$ cat src/rtl/i2s_rx_sync_if.sv
// I2S receiver bus: serial pins in, stereo sample pair out.
// master = receiver side; slave = source/consumer side.
interface i2s_rx_sync_if #(
  parameter int DATA_W = 16
);
  logic              sck;
  logic              ws;
  logic              sd;
  logic [DATA_W-1:0] data_l;
  logic [DATA_W-1:0] data_r;
  logic              valid;
  logic              err;

  modport master (
    input  sck, ws, sd,
    output data_l, data_r, valid, err
  );

  modport slave (
    output sck, ws, sd,
    input  data_l, data_r, valid, err
  );
endinterface

$ cat src/rtl/i2s_rx_sync.sv
// Oversampled I2S / left-justified receiver, clk domain only.
// Ports: clk, rst (sync, high), bus (sck/ws/sd in; data_l/data_r/valid/err out).
// Optional I2S_RX_ERR_EN builds short-word detection on err.
module i2s_rx_sync #(
  parameter int DATA_W      = 16,
  parameter int MODE        = 0,
  parameter int SYNC_STAGES = 2
) (
  input  logic          clk,
  input  logic          rst,
  i2s_rx_sync_if.master bus
);

  localparam int OFF  = (MODE == 1) ? 0 : 1;
  localparam int LAST = OFF + DATA_W - 1;

  typedef enum logic [1:0] {
    UNLOCKED,
    GOT_LEFT,
    RUN
  } state_t;

  logic [SYNC_STAGES-1:0] sck_q;
  logic [SYNC_STAGES-1:0] ws_q;
  logic [SYNC_STAGES-1:0] sd_q;
  logic                   sck_h;
  logic                   ws_prev;
  logic [5:0]             idx;
  logic [DATA_W-1:0]      shreg;
  logic [DATA_W-1:0]      hold_l;
  logic [DATA_W-1:0]      data_l_q;
  logic [DATA_W-1:0]      data_r_q;
  logic                   valid_q;
  state_t                 state;

  logic              sck_s;
  logic              ws_s;
  logic              sd_s;
  logic              bit_ev;
  logic              bound;
  logic [5:0]        idx_n;
  logic [DATA_W-1:0] mask;
  logic [DATA_W-1:0] base;
  logic [DATA_W-1:0] shreg_n;

  assign sck_s  = sck_q[SYNC_STAGES-1];
  assign ws_s   = ws_q[SYNC_STAGES-1];
  assign sd_s   = sd_q[SYNC_STAGES-1];
  assign bit_ev = sck_s & ~sck_h;
  assign bound  = bit_ev & (ws_s != ws_prev);

  always_comb begin
    if (bound)
      idx_n = 6'd0;
    else if (idx == 6'd63)
      idx_n = idx;
    else
      idx_n = idx + 6'd1;
  end

  // Bits land at their final left-aligned position, so
  // a short word is already zero-filled in the LSBs.
  always_comb begin
    mask = '0;
    for (int i = 0; i < DATA_W; i++)
      if (idx_n == 6'(LAST - i))
        mask[i] = 1'b1;
  end

  always_comb begin
    base    = bound ? '0 : shreg;
    shreg_n = (base & ~mask) | (sd_s ? mask : '0);
  end

`ifdef I2S_RX_ERR_EN
  logic err_q;
  logic short_w;

  assign short_w = (idx < 6'(LAST));
  assign bus.err = err_q;

  always_ff @(posedge clk) begin
    if (rst)
      err_q <= 1'b0;
    else
      err_q <= bound && (state != UNLOCKED)
               && short_w;
  end
`else
  assign bus.err = 1'b0;
`endif

  always_ff @(posedge clk) begin
    if (rst) begin
      sck_q    <= '0;
      ws_q     <= '0;
      sd_q     <= '0;
      sck_h    <= 1'b0;
      ws_prev  <= 1'b0;
      idx      <= '0;
      shreg    <= '0;
      hold_l   <= '0;
      data_l_q <= '0;
      data_r_q <= '0;
      valid_q  <= 1'b0;
      state    <= UNLOCKED;
    end else begin
      sck_q   <= {sck_q[SYNC_STAGES-2:0], bus.sck};
      ws_q    <= {ws_q[SYNC_STAGES-2:0], bus.ws};
      sd_q    <= {sd_q[SYNC_STAGES-2:0], bus.sd};
      sck_h   <= sck_s;
      valid_q <= 1'b0;
      if (bit_ev) begin
        ws_prev <= ws_s;
        idx     <= idx_n;
        shreg   <= shreg_n;
      end
      if (bound) begin
        unique case (state)
          UNLOCKED: begin
            if (!ws_s)
              state <= GOT_LEFT;
          end
          GOT_LEFT, RUN: begin
            if (!ws_prev) begin
              hold_l <= shreg;
            end else begin
              data_l_q <= hold_l;
              data_r_q <= shreg;
              valid_q  <= 1'b1;
              state    <= RUN;
            end
          end
          default: state <= UNLOCKED;
        endcase
      end
    end
  end

  assign bus.data_l = data_l_q;
  assign bus.data_r = data_r_q;
  assign bus.valid  = valid_q;

endmodule

$ cat src/flat_wrapper.sv
// flat-port wrapper written by rule: the top's interface ports become plain ports
module i2s_rx_sync_flat 
#(
  parameter int DATA_W      = 16,
  parameter int MODE        = 0,
  parameter int SYNC_STAGES = 2
)
  (clk, rst, bus_sck, bus_ws, bus_sd, bus_data_l, bus_data_r, bus_valid, bus_err);
  i2s_rx_sync_if #(.DATA_W(DATA_W)) bus_i ();
  input  logic clk;
  input  logic rst;
  input wire logic [$bits(bus_i.sck)-1:0] bus_sck;
  input wire logic [$bits(bus_i.ws)-1:0] bus_ws;
  input wire logic [$bits(bus_i.sd)-1:0] bus_sd;
  output wire logic [$bits(bus_i.data_l)-1:0] bus_data_l;
  output wire logic [$bits(bus_i.data_r)-1:0] bus_data_r;
  output wire logic [$bits(bus_i.valid)-1:0] bus_valid;
  output wire logic [$bits(bus_i.err)-1:0] bus_err;
  assign bus_i.sck = bus_sck;
  assign bus_i.ws = bus_ws;
  assign bus_i.sd = bus_sd;
  assign bus_data_l = bus_i.data_l;
  assign bus_data_r = bus_i.data_r;
  assign bus_valid = bus_i.valid;
  assign bus_err = bus_i.err;
  i2s_rx_sync #(.DATA_W(DATA_W), .MODE(MODE), .SYNC_STAGES(SYNC_STAGES)) u_core (.clk(clk), .rst(rst), .bus(bus_i));
endmodule
$ cat config.mk
export PLATFORM = sky130hd
export DESIGN_NAME = i2s_rx_sync_flat
export DESIGN_NICKNAME = d
export VERILOG_FILES = /design/src/rtl/i2s_rx_sync_if.sv /design/src/rtl/i2s_rx_sync.sv /design/src/flat_wrapper.sv
export SDC_FILE = /design/constraint.sdc
export NUM_CORES = 1
export LEC_CHECK = 0
export CORE_MARGIN = 10
export CORE_UTILIZATION = 40
export CTS_BUF_LIST = sky130_fd_sc_hd__clkbuf_2
export CTS_CLUSTER_DIAMETER = 120
export CTS_CLUSTER_SIZE = 14
export DETAILED_ROUTE_END_ITERATION = 6
export SYNTH_ARGS = -nofsm -noshare
export SYNTH_HDL_FRONTEND = slang
export SYNTH_SLANG_ARGS = --single-unit
export TNS_END_PERCENT = 20
$ cat constraint.sdc
create_clock -name clk -period 1.8 [get_ports clk]
set_input_delay 0.36 -clock clk [delete_from_list [all_inputs] [get_ports clk]]
set_output_delay 0.36 -clock clk [all_outputs]
set_load 0.01 [all_outputs]
After elaboration in Yosys (flattened, before gate mapping)
Index checks and enable logic that the tools add are counted.

cells by class
  $add $sub $neg = 1
  equality and inequality tests = 22
  multiplexer cells = 24
  bitwise gates (word level) = 9
  reduce and logical (&&, ||, !) cells = 6

operator list
  cell                 count
  $eq 6x4->1 const B   8
  $mux 16              2
  $eq 6x3->1 const B   4
  $mux 1               17
  $and 16x16->16       1
  $not 16->16          1
  $or 16x16->16        1
  $eq 6x2->1 const B   2
  $mux 6               2
  $reduce_and 3->1     3
  $add 6x1->6 const B  1
  $eq 6x1->1 const B   1
  $eq 6x5->1 const B   1
  $eq 6x6->1 const B   1
  $mux 2               2
  $not 1->1            4
  $pmux 2 s2           1
  $reduce_or 3->1      1
  $and 1x1->1          2
  $eq 2x1->1 const B   1
  $eq 2x2->1 const B   1
  $logic_not 2->1      1
  $ne 2x1->1 const B   1
  $ne 2x2->1 const B   1
  other kinds (2)      2

word-level totals
  register bits after elaboration = 81
  bits of input ports = 5
  output and inout port bits = 34
  word-level logic and storage cells = 74

Logic depth before layout (Yosys ltp)
  depth after elaboration = 9
  mapped depth = 7
  mapped depth without buffers = 6

Worst setup path after synthesis
OpenSTA, ideal clock, no wires.

  path type = reg-to-reg
  start = register u_core.idx[0]
  end = register u_core.shreg[2]
  setup time = 131 ps
  data arrival time = 1,754 ps
  path slack = -85 ps
  stages on the path, launching flop included = 7
  buffers on the path = 0
  path through = dfxtp_1 -> ha_1 -> and3_2 -> mux2i_4 -> o211ai_2 -> o311ai_0 -> o21ai_1

on the way
  word-level cells in the longest chain between the ends = 8

ends and longest elaborated chain
  what                                       line                                  text
  from (decl)                                i2s_rx_sync.sv:28                     logic [5:0] idx;
  from (signal assigned)                     i2s_rx_sync.sv:115                    idx <= idx_n;
  $add 6x1->6 or $eq 6x6->1 (tied branches)  i2s_rx_sync.sv:58, i2s_rx_sync.sv:55
  $mux 6 *                                   i2s_rx_sync.sv:55                     else if (idx == 6'd63)
  $mux 6 *                                   i2s_rx_sync.sv:53                     if (bound)
  $eq 6x4->1 *                               i2s_rx_sync.sv:66                     if (idx_n == 6'(LAST - i))
  $mux 1 *                                   i2s_rx_sync.sv:66
  $not 16->16                                i2s_rx_sync.sv:72                     shreg_n = (base & ~mask) | (sd_s ? mask : '0);
  $and 16x16->16                             i2s_rx_sync.sv:72
  $or 16x16->16 *                            i2s_rx_sync.sv:72
  to (signal assigned)                       i2s_rx_sync.sv:116                    shreg <= shreg_n;
  to (decl)                                  i2s_rx_sync.sv:29                     logic [DATA_W-1:0] shreg;

Mark *: on every way between the ends. The rest lies on a longest branch, timed or not.
A chain may end at the register's enable or synchronous reset.

Final worst setup path
  start = register u_core.idx[0]
  end = register u_core.shreg[15]

on the way
  word-level cells in the longest chain between the ends = 8

ends and longest elaborated chain
  what                                       line
  $add 6x1->6 or $eq 6x6->1 (tied branches)  i2s_rx_sync.sv:58, i2s_rx_sync.sv:55
  $mux 6 *                                   i2s_rx_sync.sv:55
  $mux 6 *                                   i2s_rx_sync.sv:53
  $eq 6x1->1 *                               i2s_rx_sync.sv:66
  $mux 1 *                                   i2s_rx_sync.sv:66
  $not 16->16                                i2s_rx_sync.sv:72
  $and 16x16->16                             i2s_rx_sync.sv:72
  $or 16x16->16 *                            i2s_rx_sync.sv:72

Marked as above.

==> metrics.yaml <==
status: "finished, violations left"
violations: "negative setup slack"
reg2reg_to: "u_core.shreg[15]$_SDFFE_PP0P_"
syn_nets: 421
finClkSkew_ns: 0.03215
min_to: "u_core.shreg[3]$_SDFFE_PP0P_"
use_met1_pct: 15.76
syn_avg_cell_area_um2: 8.352
drt_iter0_drc: 165
vias: 3011
max-clock-path-buffers: 2
power_density_nw_per_um2: 648.4
post-dp-hpwl_um: 5728
grt_max_degree: 49
slew_violations: 0
track_usage_pct: 12.95
maxCapViolCount: 0
grt_pass1_wl_um: 14100
synthCells: 413
fin_tns_setup_ns: -0.04750
arrival_ns: 2.24
async_reset_ff_share_pct: 0
grtUsageMet3_pct: 4.226
grt_pass1_vias: 2987
synth_edf_count: 0
core-area_um2: 8299
grt-ovfl-total: 0
hold_viol: 0
clk_latency_ns: 0.53
max_stage_delay_ns: 0.42
die_w_um: 112.9
critPathRequiredTime_ns: 2.21
io_buffers: 37
fin_crit_ns: 1.823
die-area_um2: 12740
rsz0062_at_grt: "true"
crit_path_end_kind: "register"
area_growth_pct: 25.72
path_buf_inv: 1
clkTransAtPathRegs_ns: 0.24
wirelength_um: 8208
timing.hold.ws_ns: 0.2712
seq_area_frac_synth_pct: 47.01
diodes: 0
h-tree-depth: 3
numCtsBuffers: 9
busiest_layer: "met2"
grt_antenna_before_repair: 0
holdPathStages: 4
synth_seq_cells: 81
hold_class: "in -> reg"
nFillCells: 819
maxSlewHeadroom_pct: 41.60
root_buffer: "clkbuf_2"
critical_path.cell_chain: "ha_4, and3_4, mux2i_4, buf_4, o211ai_4, o311ai_2, o21ai_2"
gp_congestion: 0.8369
reg2reg_depth: 7
path_max_fanout: 8
finalSetupViolCount: 5
ir_drop_uv: 475.1
avgViaCountPerCell: 5.246
start_kind: "register"
r2r_start: "u_core.idx[0]$_SDFFE_PP0P_"
die_h_um: 112.9
ant_nets: 0
synth_area_um2: 3450
synth_top_area_share_pct: 47.01
synth_common_cells: "nand2_1 (113), dfxtp_1 (81), a21oi_1 (63)"
ys_types: 50
nets: 472
fin_ws_ns: -0.02257
start_util_pct: 41.56
wl_per_cell_um: 14.30
dr.pass1.iters: 4
fmax_mhz: 548.7
clock_sinks: 81
p_leak_nw: 1.605
hp-start: "rst"
tightest_slew_ns: 0.8760
cp_top_family: "compound AO/OA/AOI/OAI gates"
ys_top_cells_by_area: "dfxtp_1 (47%), nand2_1 (12%), a21oi_1 (9.1%)"
cts_tree: "built"
layout-drive-gt1-share_pct: 26.01
yosysMostFrequentCell: "nand2_1"
fin_crit_sh_pct: 101.3
drc_errors: 0
yosysTopAreaCell: "dfxtp_1"
num_rows: 33
slowest_stage: "dfxtp_4"
num_io_pins: 39
grtUsageMet2_pct: 21.74
synth_ff_type: "dfxtp_1"
synth_warnings: 0
reg2reg_setup_slack_ns: -0.02
critical_path_class: "reg -> reg"
-- metal layers --
layer  part of all wire, %  wire length (µm)
met5                     0                 0
met3                   5.0               411
met1                    47              3834
met2                    47              3898
met4                  0.77                63
-- power breakdown --
group	leakage (nW)	total (mW)	internal (mW)	switching [mW]
logic	0.869	0.138	0.0484	0.0897
registers	0.672	1.81	1.80	0.00446
clock network	0.0642	0.867	0.197	0.670
-- how the worst max path moves through the flow --
stage	startpoint	to	slack, ns	depth (start not counted)
after floorplan	u_core.idx[0]$_SDFFE_PP0P_	u_core.shreg[2]$_SDFFE_PP0P_	0.002	6
after detailed placement	u_core.ws_prev$_SDFFE_PP0P_	u_core.shreg[2]$_SDFFE_PP0P_	-0.15	4
after global placement	u_core.ws_prev$_SDFFE_PP0P_	u_core.shreg[13]$_SDFFE_PP0P_	-0.08	4
final	u_core.idx[0]$_SDFFE_PP0P_	u_core.shreg[15]$_SDFFE_PP0P_	-0.02	7
after CTS	u_core.bus.data_l[0]$_SDFFE_PP0P_	bus_data_l[0]	-0.06	1
after global routing	u_core.idx[0]$_SDFFE_PP0P_	u_core.shreg[2]$_SDFFE_PP0P_	-0.13	8
-- sequential cells by signal (all words and copies together) (netlist names), 2 cells and up --
name               count
u_core.bus.data_l     16
u_core.shreg          16
u_core.sck_q           2
u_core.sd_q            2
u_core.idx             6
u_core.ws_q            2
u_core.bus.data_r     16
u_core.state           2
u_core.hold_l         16
-- cell type report --
type / instances / area [µm²] / share of cell area, %
clock inverters: 7 / 55.05 / 1.269
repair buffers: 71 / 623.1 / 14.37
inverters: 5 / 18.77 / 0.4328
clock buffers: 9 / 45.04 / 1.039
well taps: 105 / 131.4 / 3.029
flip-flops and latches: 81 / 1670 / 38.52
multi-input cells: 296 / 1793 / 41.34
-- stage by stage --
step | instances | power, mW | cell area [µm²] | setup slack (ns) | util (%)
2_1_floorplan | 413 | 1.931 | 3453 | 0.002255 | -
3_3_place_gp | 550 | 1.966 | 3978 | -0.07581 | 47.93
3_5_place_dp | 550 | 1.967 | 3978 | -0.1484 | 47.93
4_1_cts | 571 | 2.852 | 4200 | -0.06437 | 50.61
5_1_grt | 574 | 2.948 | 4337 | -0.1281 | 52.25
6_report | 574 | 2.812 | 4337 | -0.02257 | 52.25
-- worst reg2reg max path, stage by stage, from the launching register on --
cell and delay [ns]:
dfxtp_4 0.42, ha_4 0.17, and3_4 0.21, mux2i_4 0.27, buf_4 0.16, o211ai_4 0.13, o311ai_2 0.28, o21ai_2 0.09
-- logic make-up after synthesis --
kind of cell    Yosys count  synth area share, %
compound gates          118                21.73
xor+xnor                  1               0.2539
fa+ha+maj                 3                1.088
buf+inv                  36                6.130
flops                    81                47.01
mux                       4                1.523
other cells               1               0.1087
simple gates            169                22.16
-- timing repair --
action / in CTS / in global routing
setup endpoints to repair: 49 / 17
gates resized for setup: 82 / 26
setup buffers: 5 / 3
cloned: 0 / 0
pin swaps: 8 / 15
hold buffers: 0 / 0
endpoints found under the hold margin: 0 / 0
-- placed cells by master (no fill, tap or decap), types with 7 or more instances in the layout --
master,netlist,final
a21oi_1,63,61
buf_4,3,28
dfxtp_1,81,48
nor2b_1,8,8
o211ai_1,7,7
nor2_1,14,14
dlygate4sd2_1,0,32
dfxtp_2,0,30
nand2_1,113,113
clkbuf_2,1,9
Note: power is estimated with default switching activity, not from simulation.
